[src/rtl/proc_pkg.sv]
// Shared types and constants for the fetch pipeline: PC/instruction widths,
// the fetch packet handed to decode, and the fault instruction.
package proc_pkg;

  localparam int ADDR_W  = 6;
  localparam int INSTR_W = 32;

  typedef logic [ADDR_W-1:0]  pc_t;
  typedef logic [INSTR_W-1:0] instr_t;

  typedef struct packed {
    pc_t    pc;
    instr_t instr;
    logic   fault;
  } fetch_pkt_t;

  localparam instr_t NOP_INSTR = 32'h0000_0000;

  // A PC beyond the implemented memory faults instead of reading.
  function automatic logic pc_out_of_range(input pc_t pc, input int depth);
    return (int'(pc) >= depth);
  endfunction

endpackage

[src/rtl/instr_mem.sv]
// Synchronous instruction RAM: one registered read port and one write port,
// read-first so a same-cycle write is not visible to the concurrent read.
module instr_mem
  import proc_pkg::*;
#(
  parameter int DEPTH = 64
) (
  input  logic               clk,
  input  logic               we,
  input  logic [ADDR_W-1:0]  waddr,
  input  logic [INSTR_W-1:0] wdata,
  input  logic               re,
  input  logic [ADDR_W-1:0]  raddr,
  output logic [INSTR_W-1:0] rdata
);

  instr_t mem_q [DEPTH];
  instr_t rdata_q;

  // Read and write share the edge; the nonblocking update yields the old word.
  always_ff @(posedge clk) begin
    if (re) begin
      rdata_q <= mem_q[raddr];
    end
    if (we && !pc_out_of_range(waddr, DEPTH)) begin
      mem_q[waddr] <= wdata;
    end
  end

  assign rdata = rdata_q;

endmodule

[src/rtl/instr_fetch_stage.sv]
// Fetch stage: accepts PCs, reads the instruction RAM with 2-cycle latency and
// buffers {pc, instr, fault} in a credit-managed FIFO in front of decode.
module instr_fetch_stage
  import proc_pkg::*;
#(
  parameter int     IMEM_DEPTH = 64,
  parameter int     FIFO_DEPTH = 3,
  parameter instr_t NOP_INSTR  = proc_pkg::NOP_INSTR
) (
  input  logic               clk,
  input  logic               clkreset,
  input  logic [ADDR_W-1:0]  pc_in,
  input  logic               pc_valid,
  output logic               pc_ready,
  input  logic               flush,
  input  logic               imem_we,
  input  logic [ADDR_W-1:0]  imem_waddr,
  input  logic [INSTR_W-1:0] imem_wdata,
  output logic               out_valid,
  input  logic               out_ready,
  output logic [ADDR_W-1:0]  out_pc,
  output logic [INSTR_W-1:0] out_instr,
  output logic               out_fault
);

  localparam int PTR_W = (FIFO_DEPTH > 1) ? $clog2(FIFO_DEPTH) : 1;
  localparam int CNT_W = $clog2(FIFO_DEPTH + 1);
  localparam int SUM_W = CNT_W + 1;

  typedef logic [PTR_W-1:0] ptr_t;
  typedef logic [CNT_W-1:0] cnt_t;

  fetch_pkt_t fifo_q [FIFO_DEPTH];
  fetch_pkt_t fifo_d [FIFO_DEPTH];
  ptr_t       head_q, head_d;
  ptr_t       tail_q, tail_d;
  cnt_t       count_q, count_d;
  logic       inflight_q, inflight_d;
  pc_t        req_pc_q, req_pc_d;
  logic       req_fault_q, req_fault_d;

  instr_t     mem_rdata_s;
  logic       accept_s;
  logic       push_s;
  logic       pop_s;
  logic       mem_re_s;
  logic       mem_we_s;
  fetch_pkt_t land_pkt_s;
  fetch_pkt_t head_pkt_s;
  fetch_pkt_t out_pkt_s;
  logic [SUM_W-1:0] credits_used_s;

  function automatic ptr_t ptr_inc(input ptr_t p);
    return (p == PTR_W'(FIFO_DEPTH - 1)) ? {PTR_W{1'b0}} : p + PTR_W'(1);
  endfunction

  // Each in-flight read holds a FIFO slot, so a landing result always fits.
  assign credits_used_s = SUM_W'(count_q) + SUM_W'(inflight_q);
  assign pc_ready       = ~clkreset & ~flush & (credits_used_s < SUM_W'(FIFO_DEPTH));
  assign accept_s       = pc_valid & pc_ready;
  assign mem_re_s       = accept_s & ~pc_out_of_range(pc_in, IMEM_DEPTH);
  assign mem_we_s       = imem_we & ~clkreset;

  assign out_valid  = (count_q != CNT_W'(0));
  assign pop_s      = out_valid & out_ready;
  assign push_s     = inflight_q & ~flush;
  assign head_pkt_s = fifo_q[head_q];
  assign out_pkt_s  = out_valid ? head_pkt_s : {$bits(fetch_pkt_t){1'b0}};
  assign out_pc     = out_pkt_s.pc;
  assign out_instr  = out_pkt_s.instr;
  assign out_fault  = out_pkt_s.fault;

  instr_mem #(
    .DEPTH (IMEM_DEPTH)
  ) u_imem (
    .clk   (clk),
    .we    (mem_we_s),
    .waddr (imem_waddr),
    .wdata (imem_wdata),
    .re    (mem_re_s),
    .raddr (pc_in),
    .rdata (mem_rdata_s)
  );

  // Assemble the packet for the read that lands this cycle.
  always_comb begin
    land_pkt_s.pc    = req_pc_q;
    land_pkt_s.fault = req_fault_q;
    if (req_fault_q) begin
      land_pkt_s.instr = NOP_INSTR;
    end else begin
      land_pkt_s.instr = mem_rdata_s;
    end
  end

  // Request tracking: remember the PC and fault status of the launched read.
  always_comb begin
    inflight_d = accept_s;
    if (accept_s) begin
      req_pc_d    = pc_in;
      req_fault_d = pc_out_of_range(pc_in, IMEM_DEPTH);
    end else begin
      req_pc_d    = req_pc_q;
      req_fault_d = req_fault_q;
    end
  end

  // FIFO next state; flush wins over any push or pop in the same cycle.
  always_comb begin
    fifo_d  = fifo_q;
    head_d  = head_q;
    tail_d  = tail_q;
    count_d = count_q;
    if (flush) begin
      head_d  = {PTR_W{1'b0}};
      tail_d  = {PTR_W{1'b0}};
      count_d = {CNT_W{1'b0}};
    end else begin
      if (push_s) begin
        fifo_d[tail_q] = land_pkt_s;
        tail_d         = ptr_inc(tail_q);
      end else begin
        tail_d = tail_q;
      end
      if (pop_s) begin
        head_d = ptr_inc(head_q);
      end else begin
        head_d = head_q;
      end
      case ({push_s, pop_s})
        2'b10:   count_d = count_q + CNT_W'(1);
        2'b01:   count_d = count_q - CNT_W'(1);
        default: count_d = count_q;
      endcase
    end
  end

  // State registers with asynchronous reset.
  always_ff @(posedge clk or posedge clkreset) begin
    if (clkreset) begin
      for (int i = 0; i < FIFO_DEPTH; i++) begin
        fifo_q[i] <= {$bits(fetch_pkt_t){1'b0}};
      end
      head_q      <= {PTR_W{1'b0}};
      tail_q      <= {PTR_W{1'b0}};
      count_q     <= {CNT_W{1'b0}};
      inflight_q  <= 1'b0;
      req_pc_q    <= {ADDR_W{1'b0}};
      req_fault_q <= 1'b0;
    end else begin
      fifo_q      <= fifo_d;
      head_q      <= head_d;
      tail_q      <= tail_d;
      count_q     <= count_d;
      inflight_q  <= inflight_d;
      req_pc_q    <= req_pc_d;
      req_fault_q <= req_fault_d;
    end
  end

endmodule

[config.mk]
export PLATFORM = sky130hd
export DESIGN_NAME = instr_fetch_stage
export DESIGN_NICKNAME = d
export VERILOG_FILES = /design/src/rtl/proc_pkg.sv /design/src/rtl/instr_mem.sv /design/src/rtl/instr_fetch_stage.sv
export SDC_FILE = /design/constraint.sdc
export NUM_CORES = 2
export LEC_CHECK = 0
export ABC_CLOCK_PERIOD_IN_PS = 4300
export BUFFER_PORTS_ARGS = -buffer_cell sky130_fd_sc_hd__buf_4
export CAP_MARGIN = 25
export CORE_MARGIN = 2
export CORE_UTILIZATION = 30
export DETAILED_ROUTE_END_ITERATION = 8
export PLACE_DENSITY = 0.48
export SLEW_MARGIN = 20
export SYNTH_ARGS = -nofsm -noshare
export SYNTH_HDL_FRONTEND = slang
export SYNTH_HIERARCHICAL = 1
export SYNTH_SLANG_ARGS = --single-unit
[constraint.sdc]
create_clock -name clk -period 4.3 [get_ports clk]
set_input_delay 0.43 -clock clk [delete_from_list [all_inputs] [get_ports clk]]
set_output_delay 0.43 -clock clk [all_outputs]
set_load 0.01 [all_outputs]
==> impl_metrics.ini <==
[outcome]
status = finished clean

[die]
die_height_um = 536
initial_core_util_pct = 30.1
die_area_mm2 = 0.287
die_w_um = 536
core_area_mm2 = 0.282
row_count = 195
io_pins = 91

[yosys]
synth_top_area_cell = edfxtp_1
ys_warn_count = 6
synthTopCellsByArea = edfxtp_1, mux4_2, dfrtp_1
synth.avg_cell_area_um2 = 22.4
netlist_instances = 3793
synth_commonest_cells = edfxtp_1, mux4_2, nor2_1
yosysUniqueCellTypes = 52
synth_fp_nets = 3845
ys_ff_latch = 2207
async_reset_ff_share_pct = 5.75
synth.most_common_cell = edfxtp_1
synth-edff-count = 2080
synth_flop_cell = edfxtp_1
ys_seq_area_share_pct = 77.3
syn_area_mm2 = 0.0850
yosysTopAreaCellShare_pct = 73.5

[sta]
period_minus_slack_ps = 3160
skew_ps = 41.9
clock.fmax_ghz = 0.316
finalSetupTns_ps = 0
finalCritPeriodShare_pct = 73.6
setup_viol = 0
slew_violations = 0
worst_slew_pin_slew_ps = 966
hold_viol_final = 0
relSlewSlack_pct = 35.6
rsz0062_at_grt = no

[final_layout]
area_growth_syn_to_layout_pct = 16.6
final_nets = 4194
drive_gt1_share_pct = 32.2
fin_cells = 8084
fin_area_mm2 = 0.0991

[global_routing]
grt_max_degree = 73
grt_first_pass_wirelength_mm = 341
antenna_found_initial = 27
grt_pass1_vias = 42000
grtUsageTotal_pct = 17.1
grt_overflow = 0

[pwr]
max-vdd-ir-drop_v = 0.000319
cellLeakagePower_uw = 0.0313
p_per_area_mw_per_mm2 = 459

[cts]
insertion_delay_ps = 870
postCtsSetupBuffers = 0
clock_path_buffers = 3
clock-sinks = 2207
cts_buffers = 231
clock-root-buffer = clkbuf_16
cts_tree = built
htreeDepth = 4
clk_transition_reported_paths_ps = 60
hold_buffers = 4
cts_resized = 0

[placed_design]
placed_cells = 7647
place.detailed.hpwl_mm = 140
numPortBuffers = 89
place_area_mm2 = 0.0918
gp_congestion = 0.761

[setup_path]
crit_fanout = 9
worstPathRequired_ps = 3870
cp.arrival_ps = 2730
worstSetupPathType = flip-flop to output port
endpoint_kind = output port
cp-start-kind = flip-flop

[drt]
wl_mm = 247
vias = 41000
drtPass1Iterations = 6
wl_per_cell_um = 30.6
drc = 0
drtIter0Drc = 4131
viasPerCell = 5.08
postRouteAntennaNets = 0

[job]
maxCapViolations = 0

[min_path]
hp-class = input pin to async pin
## flip-flops by register name, indices dropped and copies added (netlist names)
register / flops
inflight_q: 1
req_pc_q: 6
u_imem/rdata: 32
count_q: 2
tail_q: 2
fifo_q: 114
u_imem/mem_q: 2048
head_q: 2
## kinds of logic after synthesis
logic type	count (synthesis)	share of synthesized area, %
DFF	2207	77.3
muxes	797	17.7
and+or+nand+nor	320	1.79
AOI/OAI and AO/OA	248	1.85
buffers and inverters	218	1.37
adders and majority gates	2	0.0295
other	1	0.00441
## stage by stage
step	setup slack (ps)	total power (uW)	hold WS (ps)	utilization [%]
global placement	497	27000	467	32.6
finish	1140	45500	93.3	35.1
global route	942	46900	75.6	35.1
floorplan	486	25700	457	-
detailed placement	485	27000	474	32.6
CTS	934	46000	66.1	35.1
## cell usage in the layout, fill, tap and decap left out, types with 5 or more instances in the layout
cell type and count:
clkbuf_1 67, o22ai_1 84, a22oi_1 12, nor2_4 64, mux4_2 544, clkinv_1 43, buf_4 292, clkinv_8 5
nand3b_1 5, clkbuf_16 235, mux2_4 26, edfxtp_1 2080, nor2b_1 16, o221ai_1 27, nand3_1 5, clkinv_2 40
a21oi_1 103, mux2_2 68, nand2b_1 9, mux2i_1 132, nor2_1 77, diode_2 14, a41o_1 5, or2_2 39
a311oi_1 8, nand2_1 66, clkbuf_8 5, buf_12 29, dfrtp_1 126, mux2_1 27, bufinv_16 11, nor3_1 7
## metal layers
layer,global-route usage [%],wire (um),vias to the layer above
met2,26.7,115000,1324
met1,23.6,107000,22700
li1,-,-,16700
met5,0.533,299,-
met4,4.59,6130,14
met3,4.33,19000,294
## power by group
group | internal [uW] | switching (uW) | leakage [uW]
combinational | 1030 | 1570 | 0.00749
clock | 10700 | 8210 | 0.00349
sequential | 23800 | 140 | 0.0204
## final timing paths
path | startpoint | to | slack, ps | cells past startpoint
worst max-delay path | head_q[1]$_DFFE_PP0P_ | out_instr[31] | 1140 | 5
worst min-delay path | clkreset | inflight_q$_DFF_PP0_ | 90 | 3
worst max register to register | inflight_q$_DFF_PP0_ | u_imem/rdata[21]$_DFFE_PP_ | 1390 | 6
worst min register to register | fifo_q[3]$_DFFE_PP0P_ | fifo_q[3]$_DFFE_PP0P_ | 480 | 1
max in group asynchronous | clkreset | fifo_q[56]$_DFFE_PP0P_ | 3280 | 5
min in group clk | pc_in[0] | req_pc_q[0]$_DFFE_PP0P_ | 120 | 2
## critical path, stage by stage (launching register included)
cell,delay [ps]
dfrtp_2,500
nor2b_2,460
buf_4,290
nand2_1,70
a21oi_1,360
buf_4,200
## area by class of cell
class / count / area (um^2)
Antenna cell: 14 / 35.0
Clock buffer: 307 / 6200
Clock inverter: 111 / 942
Fill cell: 26100 / 183000
Inverter: 4 / 17.5
Multi-Input combinational cell: 1368 / 18700
Sequential cell: 2207 / 65600
Tap cell: 3743 / 4680
Timing Repair Buffer: 330 / 2900
Note: power is estimated with default switching activity, not from simulation.
